### src/rtl/cas_fsk_tx_pkg.sv
// -----------------------------------------------------------------------------
// cas_pkg
// Shared definitions for the MSX cassette FSK modulator: frame state encoding,
// frame geometry, default timing constants and the FSK level lookup.
// No ports (package).
// -----------------------------------------------------------------------------
package cas_pkg;

    typedef enum logic [2:0] {
        ST_IDLE,
        ST_HDR,
        ST_START,
        ST_DATA,
        ST_STOP
    } cas_state_e;

    localparam int DATA_BITS              = 8;
    localparam int STOP_BITS              = 2;
    localparam int Q_TICKS_DEFAULT        = 746;   // ~1200 baud at 3.579545 MHz
    localparam int LONG_HDR_BITS_DEFAULT  = 8000;
    localparam int SHORT_HDR_BITS_DEFAULT = 2000;
    localparam int TICK_W                 = 12;    // quarter tick counter width
    localparam int HDR_W                  = 14;    // header bit counter width

    // A '1' bit toggles every quarter (1,0,1,0); a '0' bit toggles every
    // half bit (1,1,0,0). Both start high so bit boundaries never glitch.
    function automatic logic fsk_level(input logic bit_val, input logic [1:0] q);
        return bit_val ? ~q[0] : ~q[1];
    endfunction

endpackage

### src/rtl/cas_fsk_tx_if.sv
// -----------------------------------------------------------------------------
// cas_fsk_tx_if
// Command channel into the cassette modulator (valid/ready handshake).
//   in_valid  command present
//   in_hdr    1 = header command, 0 = data byte
//   in_data   byte to send; for a header, bit 0 selects long (1) / short (0)
//   in_ready  holding register empty
// master = loader side, slave = modulator side.
// -----------------------------------------------------------------------------
interface cas_fsk_tx_if;
    logic       in_valid;
    logic       in_hdr;
    logic [7:0] in_data;
    logic       in_ready;

    modport master (output in_valid, output in_hdr, output in_data, input in_ready);
    modport slave  (input in_valid, input in_hdr, input in_data, output in_ready);
endinterface

### src/rtl/cas_fsk_tx_bit_gen.sv
// -----------------------------------------------------------------------------
// cas_bit_gen
// Generates one FSK bit at a time: counts Q_TICKS qualifying ticks per quarter,
// steps the quarter index 0..3 and maps (bit, quarter) to the tape level.
//   clk, reset_n  clock / async active-low reset
//   tick          qualifying ce tick (ce & motor)
//   active        a frame is running (counters advance only then)
//   bit_val       value of the bit currently being sent
//   cas_audio     tape level, 0 while inactive
//   bit_done      pulse on the tick that ends quarter 3 of the current bit
// -----------------------------------------------------------------------------
import cas_pkg::*;

module cas_bit_gen #(
    parameter int Q_TICKS = Q_TICKS_DEFAULT
) (
    input  logic clk,
    input  logic reset_n,
    input  logic tick,
    input  logic active,
    input  logic bit_val,
    output logic cas_audio,
    output logic bit_done
);

    logic [TICK_W-1:0] tick_cnt_q, tick_cnt_d;
    logic [1:0]        quarter_q, quarter_d;
    logic              wrap;

    assign wrap     = tick & active & (tick_cnt_q == TICK_W'(Q_TICKS - 1));
    assign bit_done = wrap & (quarter_q == 2'd3);

    // Counters naturally wrap back to 0 at the end of every bit, so a new
    // frame (or a return to idle) always starts from quarter 0, tick 0.
    always_comb begin
        tick_cnt_d = tick_cnt_q;
        quarter_d  = quarter_q;
        if (wrap) begin
            tick_cnt_d = '0;
            quarter_d  = quarter_q + 2'd1;
        end else if (tick & active) begin
            tick_cnt_d = tick_cnt_q + TICK_W'(1);
        end
    end

    always_ff @(posedge clk or negedge reset_n) begin
        if (!reset_n) begin
            tick_cnt_q <= '0;
            quarter_q  <= '0;
        end else begin
            tick_cnt_q <= tick_cnt_d;
            quarter_q  <= quarter_d;
        end
    end

    assign cas_audio = active & fsk_level(bit_val, quarter_q);

endmodule

### src/rtl/cas_fsk_tx.sv
// -----------------------------------------------------------------------------
// cas_fsk_tx
// MSX cassette FSK modulator. Turns header/byte commands into the 1-bit
// 1200/2400 baud tape waveform. Byte frame = start '0', 8 data bits LSB first,
// two stop '1' bits. Header = N '1' bits (long or short).
//   clk, reset_n  clock / async active-low reset
//   ce            3.58 MHz single-cycle clock enable
//   motor         1 = tape running, 0 = freeze generation
//   cmd           command channel (slave side)
//   cas_audio     FSK tape level
//   busy          frame running or command pending
// -----------------------------------------------------------------------------
import cas_pkg::*;

module cas_fsk_tx #(
    parameter int Q_TICKS        = Q_TICKS_DEFAULT,
    parameter int LONG_HDR_BITS  = LONG_HDR_BITS_DEFAULT,
    parameter int SHORT_HDR_BITS = SHORT_HDR_BITS_DEFAULT
) (
    input  logic           clk,
    input  logic           reset_n,
    input  logic           ce,
    input  logic           motor,
    cas_fsk_tx_if.slave    cmd,
    output logic           cas_audio,
    output logic           busy
);

    localparam logic [HDR_W-1:0] LONG_LAST  = HDR_W'(LONG_HDR_BITS - 1);
    localparam logic [HDR_W-1:0] SHORT_LAST = HDR_W'(SHORT_HDR_BITS - 1);

    cas_state_e       state_q, state_d;
    logic             pend_q, pend_d;
    logic             pend_hdr_q, pend_hdr_d;
    logic [7:0]       pend_data_q, pend_data_d;
    logic             long_q, long_d;
    logic [7:0]       shift_q, shift_d;
    logic [2:0]       idx_q, idx_d;
    logic [HDR_W-1:0] hdr_cnt_q, hdr_cnt_d;

    logic tick, active, accept, load, frame_end, bit_done, bit_val;
    logic [HDR_W-1:0] hdr_last;

    assign tick         = ce & motor;
    assign active       = (state_q != ST_IDLE);
    assign cmd.in_ready = ~pend_q;
    assign accept       = cmd.in_valid & ~pend_q;
    assign busy         = active | pend_q;
    assign hdr_last     = long_q ? LONG_LAST : SHORT_LAST;

    assign frame_end = bit_done &
                       (((state_q == ST_HDR)  && (hdr_cnt_q == hdr_last)) ||
                        ((state_q == ST_STOP) && (idx_q == 3'(STOP_BITS - 1))));

    // A pending command starts on the first qualifying tick from idle, or on
    // the very edge the previous frame ends so frames abut with no gap.
    assign load = tick & pend_q & (~active | frame_end);

    always_comb begin
        bit_val = 1'b0;
        case (state_q)
            ST_HDR:   bit_val = 1'b1;
            ST_START: bit_val = 1'b0;
            ST_DATA:  bit_val = shift_q[0];
            ST_STOP:  bit_val = 1'b1;
            default:  bit_val = 1'b0;
        endcase
    end

    // NOTE: every next-state signal takes its current value first, so no path
    // through the branches leaves one unassigned and no latch is inferred.
    always_comb begin
        state_d     = state_q;
        pend_d      = pend_q;
        pend_hdr_d  = pend_hdr_q;
        pend_data_d = pend_data_q;
        long_d      = long_q;
        shift_d     = shift_q;
        idx_d       = idx_q;
        hdr_cnt_d   = hdr_cnt_q;

        if (accept) begin
            pend_d      = 1'b1;
            pend_hdr_d  = cmd.in_hdr;
            pend_data_d = cmd.in_data;
        end

        if (bit_done) begin
            case (state_q)
                ST_HDR:   hdr_cnt_d = hdr_cnt_q + HDR_W'(1);
                ST_START: begin
                    state_d = ST_DATA;
                    idx_d   = '0;
                end
                ST_DATA:  begin
                    shift_d = {1'b0, shift_q[7:1]};
                    if (idx_q == 3'(DATA_BITS - 1)) begin
                        state_d = ST_STOP;
                        idx_d   = '0;
                    end else begin
                        idx_d = idx_q + 3'd1;
                    end
                end
                ST_STOP:  idx_d = idx_q + 3'd1;
                default:  ;
            endcase
        end

        if (frame_end) state_d = ST_IDLE;

        // accept needs ~pend_q and load needs pend_q, so they never collide.
        if (load) begin
            pend_d    = 1'b0;
            state_d   = pend_hdr_q ? ST_HDR : ST_START;
            shift_d   = pend_data_q;
            long_d    = pend_data_q[0];
            idx_d     = '0;
            hdr_cnt_d = '0;
        end
    end

    // NOTE: state registers use non-blocking assignments so every flop samples
    // the pre-edge values regardless of statement order.
    // NOTE: the holding and shift registers are reset too, so a reset mid-frame
    // leaves nothing stale that a later load could pick up.
    always_ff @(posedge clk or negedge reset_n) begin
        if (!reset_n) begin
            state_q     <= ST_IDLE;
            pend_q      <= 1'b0;
            pend_hdr_q  <= 1'b0;
            pend_data_q <= '0;
            long_q      <= 1'b0;
            shift_q     <= '0;
            idx_q       <= '0;
            hdr_cnt_q   <= '0;
        end else begin
            state_q     <= state_d;
            pend_q      <= pend_d;
            pend_hdr_q  <= pend_hdr_d;
            pend_data_q <= pend_data_d;
            long_q      <= long_d;
            shift_q     <= shift_d;
            idx_q       <= idx_d;
            hdr_cnt_q   <= hdr_cnt_d;
        end
    end

    cas_bit_gen #(.Q_TICKS(Q_TICKS)) u_bit_gen (
        .clk       (clk),
        .reset_n   (reset_n),
        .tick      (tick),
        .active    (active),
        .bit_val   (bit_val),
        .cas_audio (cas_audio),
        .bit_done  (bit_done)
    );

endmodule

### src/flat_wrapper.sv
// flat-port wrapper written by rule: the top's interface ports become plain ports
module cas_fsk_tx_flat 
#(
    parameter int Q_TICKS        = Q_TICKS_DEFAULT,
    parameter int LONG_HDR_BITS  = LONG_HDR_BITS_DEFAULT,
    parameter int SHORT_HDR_BITS = SHORT_HDR_BITS_DEFAULT
)
  (clk, reset_n, ce, motor, cas_audio, busy, cmd_in_valid, cmd_in_hdr, cmd_in_data, cmd_in_ready);
  cas_fsk_tx_if cmd_i ();
  input  logic clk;
  input  logic reset_n;
  input  logic ce;
  input  logic motor;
  output logic cas_audio;
  output logic busy;
  input wire logic [$bits(cmd_i.in_valid)-1:0] cmd_in_valid;
  input wire logic [$bits(cmd_i.in_hdr)-1:0] cmd_in_hdr;
  input wire logic [$bits(cmd_i.in_data)-1:0] cmd_in_data;
  output wire logic [$bits(cmd_i.in_ready)-1:0] cmd_in_ready;
  assign cmd_i.in_valid = cmd_in_valid;
  assign cmd_i.in_hdr = cmd_in_hdr;
  assign cmd_i.in_data = cmd_in_data;
  assign cmd_in_ready = cmd_i.in_ready;
  cas_fsk_tx #(.Q_TICKS(Q_TICKS), .LONG_HDR_BITS(LONG_HDR_BITS), .SHORT_HDR_BITS(SHORT_HDR_BITS)) u_core (.clk(clk), .reset_n(reset_n), .ce(ce), .motor(motor), .cmd(cmd_i), .cas_audio(cas_audio), .busy(busy));
endmodule
### config.mk
export PLATFORM = sky130hd
export DESIGN_NAME = cas_fsk_tx_flat
export DESIGN_NICKNAME = d
export VERILOG_FILES = /design/src/rtl/cas_fsk_tx_pkg.sv /design/src/rtl/cas_fsk_tx_if.sv /design/src/rtl/cas_fsk_tx_bit_gen.sv /design/src/rtl/cas_fsk_tx.sv /design/src/flat_wrapper.sv
export SDC_FILE = /design/constraint.sdc
export NUM_CORES = 1
export LEC_CHECK = 0
export BUFFER_PORTS_ARGS = -buffer_cell sky130_fd_sc_hd__buf_2
export CAP_MARGIN = 20
export CORE_ASPECT_RATIO = 1.4
export CORE_MARGIN = 2
export CORE_UTILIZATION = 35
export CTS_CLUSTER_DIAMETER = 200
export DETAILED_ROUTE_END_ITERATION = 8
export PLACE_DENSITY = 0.47
export SLEW_MARGIN = 20
export SYNTH_ARGS = -nofsm -noshare
export SYNTH_HDL_FRONTEND = slang
export SYNTH_SLANG_ARGS = --single-unit
export TNS_END_PERCENT = 30
### constraint.sdc
create_clock -name clk -period 6.3 [get_ports clk]
set_input_delay 1.26 -clock clk [delete_from_list [all_inputs] [get_ports clk]]
set_output_delay 1.26 -clock clk [all_outputs]
set_load 0.02 [all_outputs]
==> results.yml, run 1 <==
final_layout:
  diodes: 0
  drive_above_1_share: 0.1918
  final_nets: 313
  postLayoutCoreUtil: 0.3963
  syn_to_final_growth_pct: 9.877
  final_area_um2: 3229
  final_common_cell: "dfrtp_1"
  final_cell_mix: "dfrtp_1, nor2_1, nand2_1, mux2_2"
synthesis:
  netlist_instances: 281
  ys_seq_area_frac: 0.4513
  syn-num-nets: 302
  synth-edff-count: 0
  syn_area_um2: 2939
  synth_async_sr_flop_share: 1.000
  ys.flop_type: "dfrtp_1"
  synth.avg_cell_area_um2: 10.46
  ys_seq_elements: 53
  netlist-cell-type-count: 57
  synth_warnings: 0
sta:
  finalHoldViolations: 0
  period_needed_ns: 3.308
  worst_pin_slew_ns: 0.8078
  maxSlewHeadroom: 0.4604
  fin_skew_ns: 0.008845
  min_period_over_period: 0.5252
  slew_violations: 0
  fmax_mhz: 302.3
  rsz0062_at_grt: "false"
  setup_viol: 0
  setup_tns_ns: 0
route:
  drt_first_pass_iters: 4
  vias_per_cell: 5.287
  vias: 2083
  drtIter0Drc: 73
  antenna_left: 0
  routed_wl_mm: 6.064
  drc_errors: 0
  wire_per_inst_um: 15.39
global_routing:
  grt-ovfl-total: 0
  grt_pass1_wl_mm: 10.74
  grt_max_degree: 54
  first_global_vias: 2122
  grt_usage: 0.1496
  antenna_found_initial: 0
clock_tree:
  ctsHoldBuffers: 0
  cts_root_buf: "clkbuf_16"
  clockBufferDepth: 2
  clock_sinks: 53
  clkTransAtPathRegs_ns: 0.06
  cts_resized: 0
  cts_buffers: 5
  cts_tree: "done"
  cts_post_setup_buffers_inserted: 0
  clk_latency_ns: 0.29
  h-tree-depth: 2
critical_path:
  critPathLaunchType: "flop"
  cp.depth: 6
  critPathCaptureType: "output port"
  cp_common_cell: "a21oi_1"
  crit_fanout: 10
  slowest_stage: "nor2b_1"
  required_ns: 5.04
  r2r_cells: 7
  crit_buf_inv: 2
  cp_top_family: "simple AND/OR/NAND/NOR gates"
  cp_cell_sequence: "nor2b_1 -> inv_1 -> a21oi_1 -> a21oi_1 -> o22ai_1 -> buf_2"
  path_class: "reg -> out"
  cp.arrival_ns: 2.05
  cpPeakStageDelay_ns: 0.57
floorplan:
  initial_utilization: 0.3607
  die_area_um2: 9156
  die_w_um: 81.45
  ios: 17
  die_h_um: 112.4
  core.rowCount: 39
  coreArea_um2: 8149
pwr:
  clock_power_share: 0.393
  peakVddDrop_mv: 0.1450
  switchingPower_uw: 166.8
  comb_power_share: 0.059
  power.density_nw_per_um2: 214.2
  power_frac_seq: 0.548
  intPower_uw: 524.9
  p_leak_uw: 0.001447
  switching_share: 0.2411
place:
  portBuffers: 16
  gp_congestion: 0.7906
  hpwl_mm: 4.179
  placed_area_um2: 3082
outcome:
  status: "complete, no violations"
worst_hold_path:
  holdPathStages: 1
  hold_class: "reg -> reg"
run:
  maxCapViolations: 0
## registers in the layout, indices dropped and copies added, names as in the netlist
signal / flops
u_core.pend_hdr_q: 1
u_core.u_bit_gen.tick_cnt_q: 12
u_core.pend_q: 1
u_core.idx_q: 3
u_core.hdr_cnt_q: 14
u_core.u_bit_gen.quarter_q: 2
u_core.long_q: 1
u_core.shift_q: 8
u_core.pend_data_q: 8
u_core.state_q: 3
## per-stage QoR
step / power [uW] / cells / worst slack, ns / hold WS, ns
after global routing: 730.0 / 394 / 2.787 / 0.4904
final: 691.7 / 394 / 2.992 / 0.4827
after CTS: 705.2 / 394 / 2.955 / 0.4823
after floorplan: 406.0 / 281 / 3.397 / 0.4475
after detailed placement: 427.8 / 387 / 2.948 / 0.4685
after global placement: 427.6 / 387 / 2.980 / 0.4675
## kinds of logic after synthesis
group,after synthesis,synth area share
simple gates,112,0.2112
flops,53,0.4513
compound gates,46,0.1230
mux,26,0.09919
buf+inv,20,0.03491
xor+xnor,17,0.05066
fa+ha+maj,7,0.02980
## power by group through the flow
| stage | registers (uW) | logic [uW] | clock network (uW) |
|---|---|---|---|
| 6_report | 379 | 40.8 | 272 |
| 5_1_grt | 383 | 48.7 | 298 |
| 4_1_cts | 379 | 42.2 | 284 |
| 3_5_place_dp | 386 | 42.0 | 0 |
| 3_3_place_gp | 387 | 40.9 | 0 |
| 2_1_floorplan | 380 | 26.1 | 0 |
## layout make-up
cell class                 instances  area (um2)
timing repair buffer              18       95.09
multi-input combinational        208        1516
clock inverter                     2       16.27
fill                             798        4920
sequential                        53        1326
tap                              102       127.6
inverter                           6       22.52
clock buffer                       5       125.1
## metal layers
metal,up-vias,global-route usage,share of wire
met1,1012,0.1981,0.47
met3,11,0.03296,0.029
li1,1034,-,-
met2,26,0.2355,0.48
met5,-,0,0
met4,0,0.05876,0.027
## synth_stat cells (2+ instances only)
library cell  number  area, um2
nand3b_1           3      22.52
and3_1             8      50.05
nor3_1             5      25.02
nand2_1           21      78.83
inv_1              6      22.52
nor2_1            25      93.84
a21o_1             4      30.03
nand2b_1           3      18.77
mux2_1             5      56.30
o22ai_1            2      12.51
mux2_2            20      225.2
xor2_1            10      87.58
dfrtp_1           53       1326
o21a_1             2      15.01
clkbuf_1           3      11.26
a31oi_1            4      25.02
a21oi_1            7      35.03
buf_2              7      35.03
xnor2_1            7      61.31
buf_4              3      22.52
nor2b_1            3      18.77
nand4_1           10      62.56
ha_1               7      87.58
or3_1              4      25.02
nand3_1           16      80.08
and2_1             4      25.02
a32o_1             2      20.02
o2111ai_1          2      17.52
o21ai_0            7      35.03
## final timing paths
check                                                     start                               to  slack (ns)
worst max-delay path                          u_core.state_q[0]                        cas_audio        2.99
worst min-delay path            u_core.u_bit_gen.tick_cnt_q[11]  u_core.u_bit_gen.tick_cnt_q[11]        0.48
worst max register to register                u_core.state_q[0]                u_core.shift_q[3]        3.23
worst min register to register  u_core.u_bit_gen.tick_cnt_q[11]  u_core.u_bit_gen.tick_cnt_q[11]        0.48
max in group asynchronous                               reset_n                  u_core.idx_q[1]        4.73
min in group asynchronous                               reset_n              u_core.hdr_cnt_q[4]        1.08
Power figures use the tool's default switching activity.
==> run 2: changes to the inputs <==
--- a/config.mk
+++ b/config.mk
@@ -5,6 +5,7 @@
 export SDC_FILE = /design/constraint.sdc
 export NUM_CORES = 1
 export LEC_CHECK = 0
+export ABC_AREA = 1
 export BUFFER_PORTS_ARGS = -buffer_cell sky130_fd_sc_hd__buf_2
 export CAP_MARGIN = 20
 export CORE_ASPECT_RATIO = 1.4
@@ -12,7 +13,7 @@
 export CORE_UTILIZATION = 35
 export CTS_CLUSTER_DIAMETER = 200
 export DETAILED_ROUTE_END_ITERATION = 8
-export PLACE_DENSITY = 0.47
+export PLACE_DENSITY = 0.48
 export SLEW_MARGIN = 20
 export SYNTH_ARGS = -nofsm -noshare
 export SYNTH_HDL_FRONTEND = slang
==> constraint.sdc (replaced) <==
create_clock -name clk -period 2.7 [get_ports clk]
set_input_delay 0.54 -clock clk [delete_from_list [all_inputs] [get_ports clk]]
set_output_delay 0.54 -clock clk [all_outputs]
set_load 0.02 [all_outputs]
==> run 2 against run 1 <==
Net effect:
- routed wire length rose by 8.7%
- global-route usage rose by 1.2 points
- clock power rose to 2.5 times the previous value
- register-to-register slack got worse by 2.9 ns
- sequential power rose to 3.4 times the previous value
==> results.yml, run 2 <==
place:
  gp_congestion: 0.7833
  hpwl_mm: 4.943
  portBuffers: 16
critical_path:
  slowest_stage: "nand2_1"
  cp.arrival_ns: 2.54
  critPathLaunchType: "flop"
  cp_common_cell: "nand2_1"
  crit_fanout: 14
  cpPeakStageDelay_ns: 0.41
  cp_cell_sequence: "inv_1 -> ha_1 -> nor3b_1 -> nand4_1 -> nor2_1 -> nand2_1 -> nand2_1 -> o21ai_0"
  r2r-end: "u_core.hdr_cnt_q[10]"
  r2r_start: "u_core.u_bit_gen.tick_cnt_q[1]"
  required_ns: 2.87
  path_class: "reg -> reg"
  critPathCaptureType: "flop"
  r2r_slack_ns: 0.32
  crit_path_start: "u_core.u_bit_gen.tick_cnt_q[1]"
  r2r_cells: 8
final_layout:
  final_nets: 424
  postLayoutCoreUtil: 0.4061
  drive_above_1_share: 0.1337
  syn_to_final_growth_pct: 12.18
  largestRegisters: "u_core.hdr_cnt_q: 14 flops, u_core.u_bit_gen.tick_cnt_q: 12 flops"
  diodes: 0
  multi_input_area_um2: 1439
  final_common_cell: "nand2_1"
  regArea_um2: 1326
  final_cell_mix: "nand2_1, dfrtp_1, nor2_1, inv_1, nand3_1"
  regMostFlops: "u_core.hdr_cnt_q"
  largest_reg_flops: 14
  fill_cells: 872
pwr:
  power.density_nw_per_um2: 850.3
  peakVddDrop_mv: 0.5321
  power_frac_seq: 0.450
  switchingPower_uw: 1043
  intPower_uw: 1788
  switching_share: 0.3686
  comb_power_share: 0.309
  p_leak_uw: 0.001684
  clock_power_share: 0.241
clock_tree:
  clockBufferDepth: 2
  cts_tree: "done"
  ctsHoldBuffers: 0
  clk_latency_ns: 0.29
  cts_buffers: 5
  h-tree-depth: 2
  cts_resized: 0
  clkTransAtPathRegs_ns: 0.07
  cts_post_setup_buffers_inserted: 0
  cts_root_buf: "clkbuf_16"
  clock_sinks: 53
sta:
  setup_viol: 0
  fmax_mhz: 420.8
  maxSlewHeadroom: 0.6163
  period_needed_ns: 2.377
  worst_pin_slew_ns: 0.5755
  rsz0062_at_grt: "false"
  finalHoldViolations: 0
  setup_tns_ns: 0
  slew_violations: 0
  fin_skew_ns: 0.006771
  min_period_over_period: 0.8802
route:
  drt_first_pass_iters: 4
  wire_per_inst_um: 13.02
  drtIter0Drc: 134
  routed_wl_mm: 6.589
  antenna_left: 0
  drc_errors: 0
  vias_per_cell: 4.860
  vias: 2459
synthesis:
  synthSimpleGateAreaFrac: 0.3246
  synthMuxAreaShare: 0.03035
  synth_warnings: 0
  netlist_instances: 381
  synth_fa_ha_area_frac: 0.02951
  ys.flop_type: "dfrtp_1"
  ys_seq_elements: 53
  synth_top_family_by_area: "simple AND/OR/NAND/NOR gates"
  synth_most_common_cell: "nand2_1"
  ys_seq_area_frac: 0.4469
  synth.avg_cell_area_um2: 7.790
  yosys.area.top_type_share: 0.4469
  syn-num-nets: 402
  synth-edff-count: 0
  netlist-cell-type-count: 32
  syn_area_um2: 2968
  yosys-top-cells-count: "nand2_1, dfrtp_1, nor2_1"
  synth_async_sr_flop_share: 1.000
  synthXorXnorAreaFrac: 0.04132
  yosys.area.top_type: "dfrtp_1"
  synth.area.top_cells: "dfrtp_1, nand2_1, nor2_1"
  synth_compound_area_frac: 0.05902
global_routing:
  antenna_found_initial: 0
  grt-ovfl-total: 0
  grt_usage: 0.1614
  grt_pass1_wl_mm: 11.61
  first_global_vias: 2495
  grt_max_degree: 25
floorplan:
  coreArea_um2: 8198
  die_area_um2: 9243
  core.rowCount: 39
  die_h_um: 113.0
  initial_utilization: 0.3620
  die_w_um: 81.83
  ios: 17
run:
  maxCapViolations: 0
worst_hold_path:
  hold_class: "in -> async"
outcome:
  status: "complete, no violations"
==> run 2: kinds of logic (layout without fill, tap and decap cells) <==
group                    after synthesis  count (layout)
XOR/XNOR                              14              14
AND/OR/NAND/NOR                      219             219
multiplexers                           8               8
flip-flops                            53              53
adder cells (fa/ha/maj)                7               7
buffers and inverters                 49              72
AO/OA/AOI/OAI                         31              31
==> run 2: critical path, delay by kind of cell (launching register included) <==
kind | cells | cell delay [ns]
compound gates | 1 | 0.13
buf+inv | 1 | 0.08
fa+ha+maj | 1 | 0.16
flops | 1 | 0.40
simple gates | 5 | 1.49
==> run 2: power by group through the flow <==
stage	sequential, uW	clock (uW)	combinational (uW)
floorplan	1230	0	698
global placement	1290	0	882
detailed placement	1290	0	887
CTS	1270	715	892
global route	1320	745	1020
finish	1270	683	874
==> run 2: worst max path at each step <==
stage                                      end  slack (ns)  cells after the start
final                     u_core.hdr_cnt_q[10]        0.32                      8
after global routing       u_core.hdr_cnt_q[2]       0.003                     10
after CTS                 u_core.hdr_cnt_q[10]        0.25                      8
after detailed placement  u_core.hdr_cnt_q[10]        0.14                      8
after global placement    u_core.hdr_cnt_q[10]        0.08                      8
after floorplan                      cas_audio        0.67                      8
==> run 2: metal layers <==
metal / part of all wire / wire (um) / track usage / up-vias
met5: 0 / 0 / 0 / -
met4: 0.023 / 152 / 0.06222 / 0
met3: 0.026 / 174 / 0.02632 / 11
met2: 0.50 / 3324 / 0.2732 / 36
met1: 0.45 / 2937 / 0.2025 / 1147
li1: - / - / - / 1265
==> run 2: area by class of cell <==
class,instances,area share
Clock buffer,7,0.04585
Clock inverter,1,0.001503
Inverter,43,0.04848
Multi-Input combinational cell,279,0.4322
Sequential cell,53,0.3983
Tap cell,102,0.03833
Timing Repair Buffer,21,0.03533
==> run 2: through the flow <==
stage | hold slack, ns | cell area [um2] | worst slack (ns) | instances | power [uW]
after CTS | 0.2537 | 3329 | 0.2527 | 506 | 2880
after floorplan | 0.2444 | 2968 | 0.6662 | 381 | 1926
after global routing | 0.2779 | 3329 | 0.002564 | 506 | 3077
after global placement | 0.4776 | 3172 | 0.07931 | 498 | 2173
final | 0.2356 | 3329 | 0.3235 | 506 | 2831
after detailed placement | 0.4682 | 3172 | 0.1359 | 498 | 2175
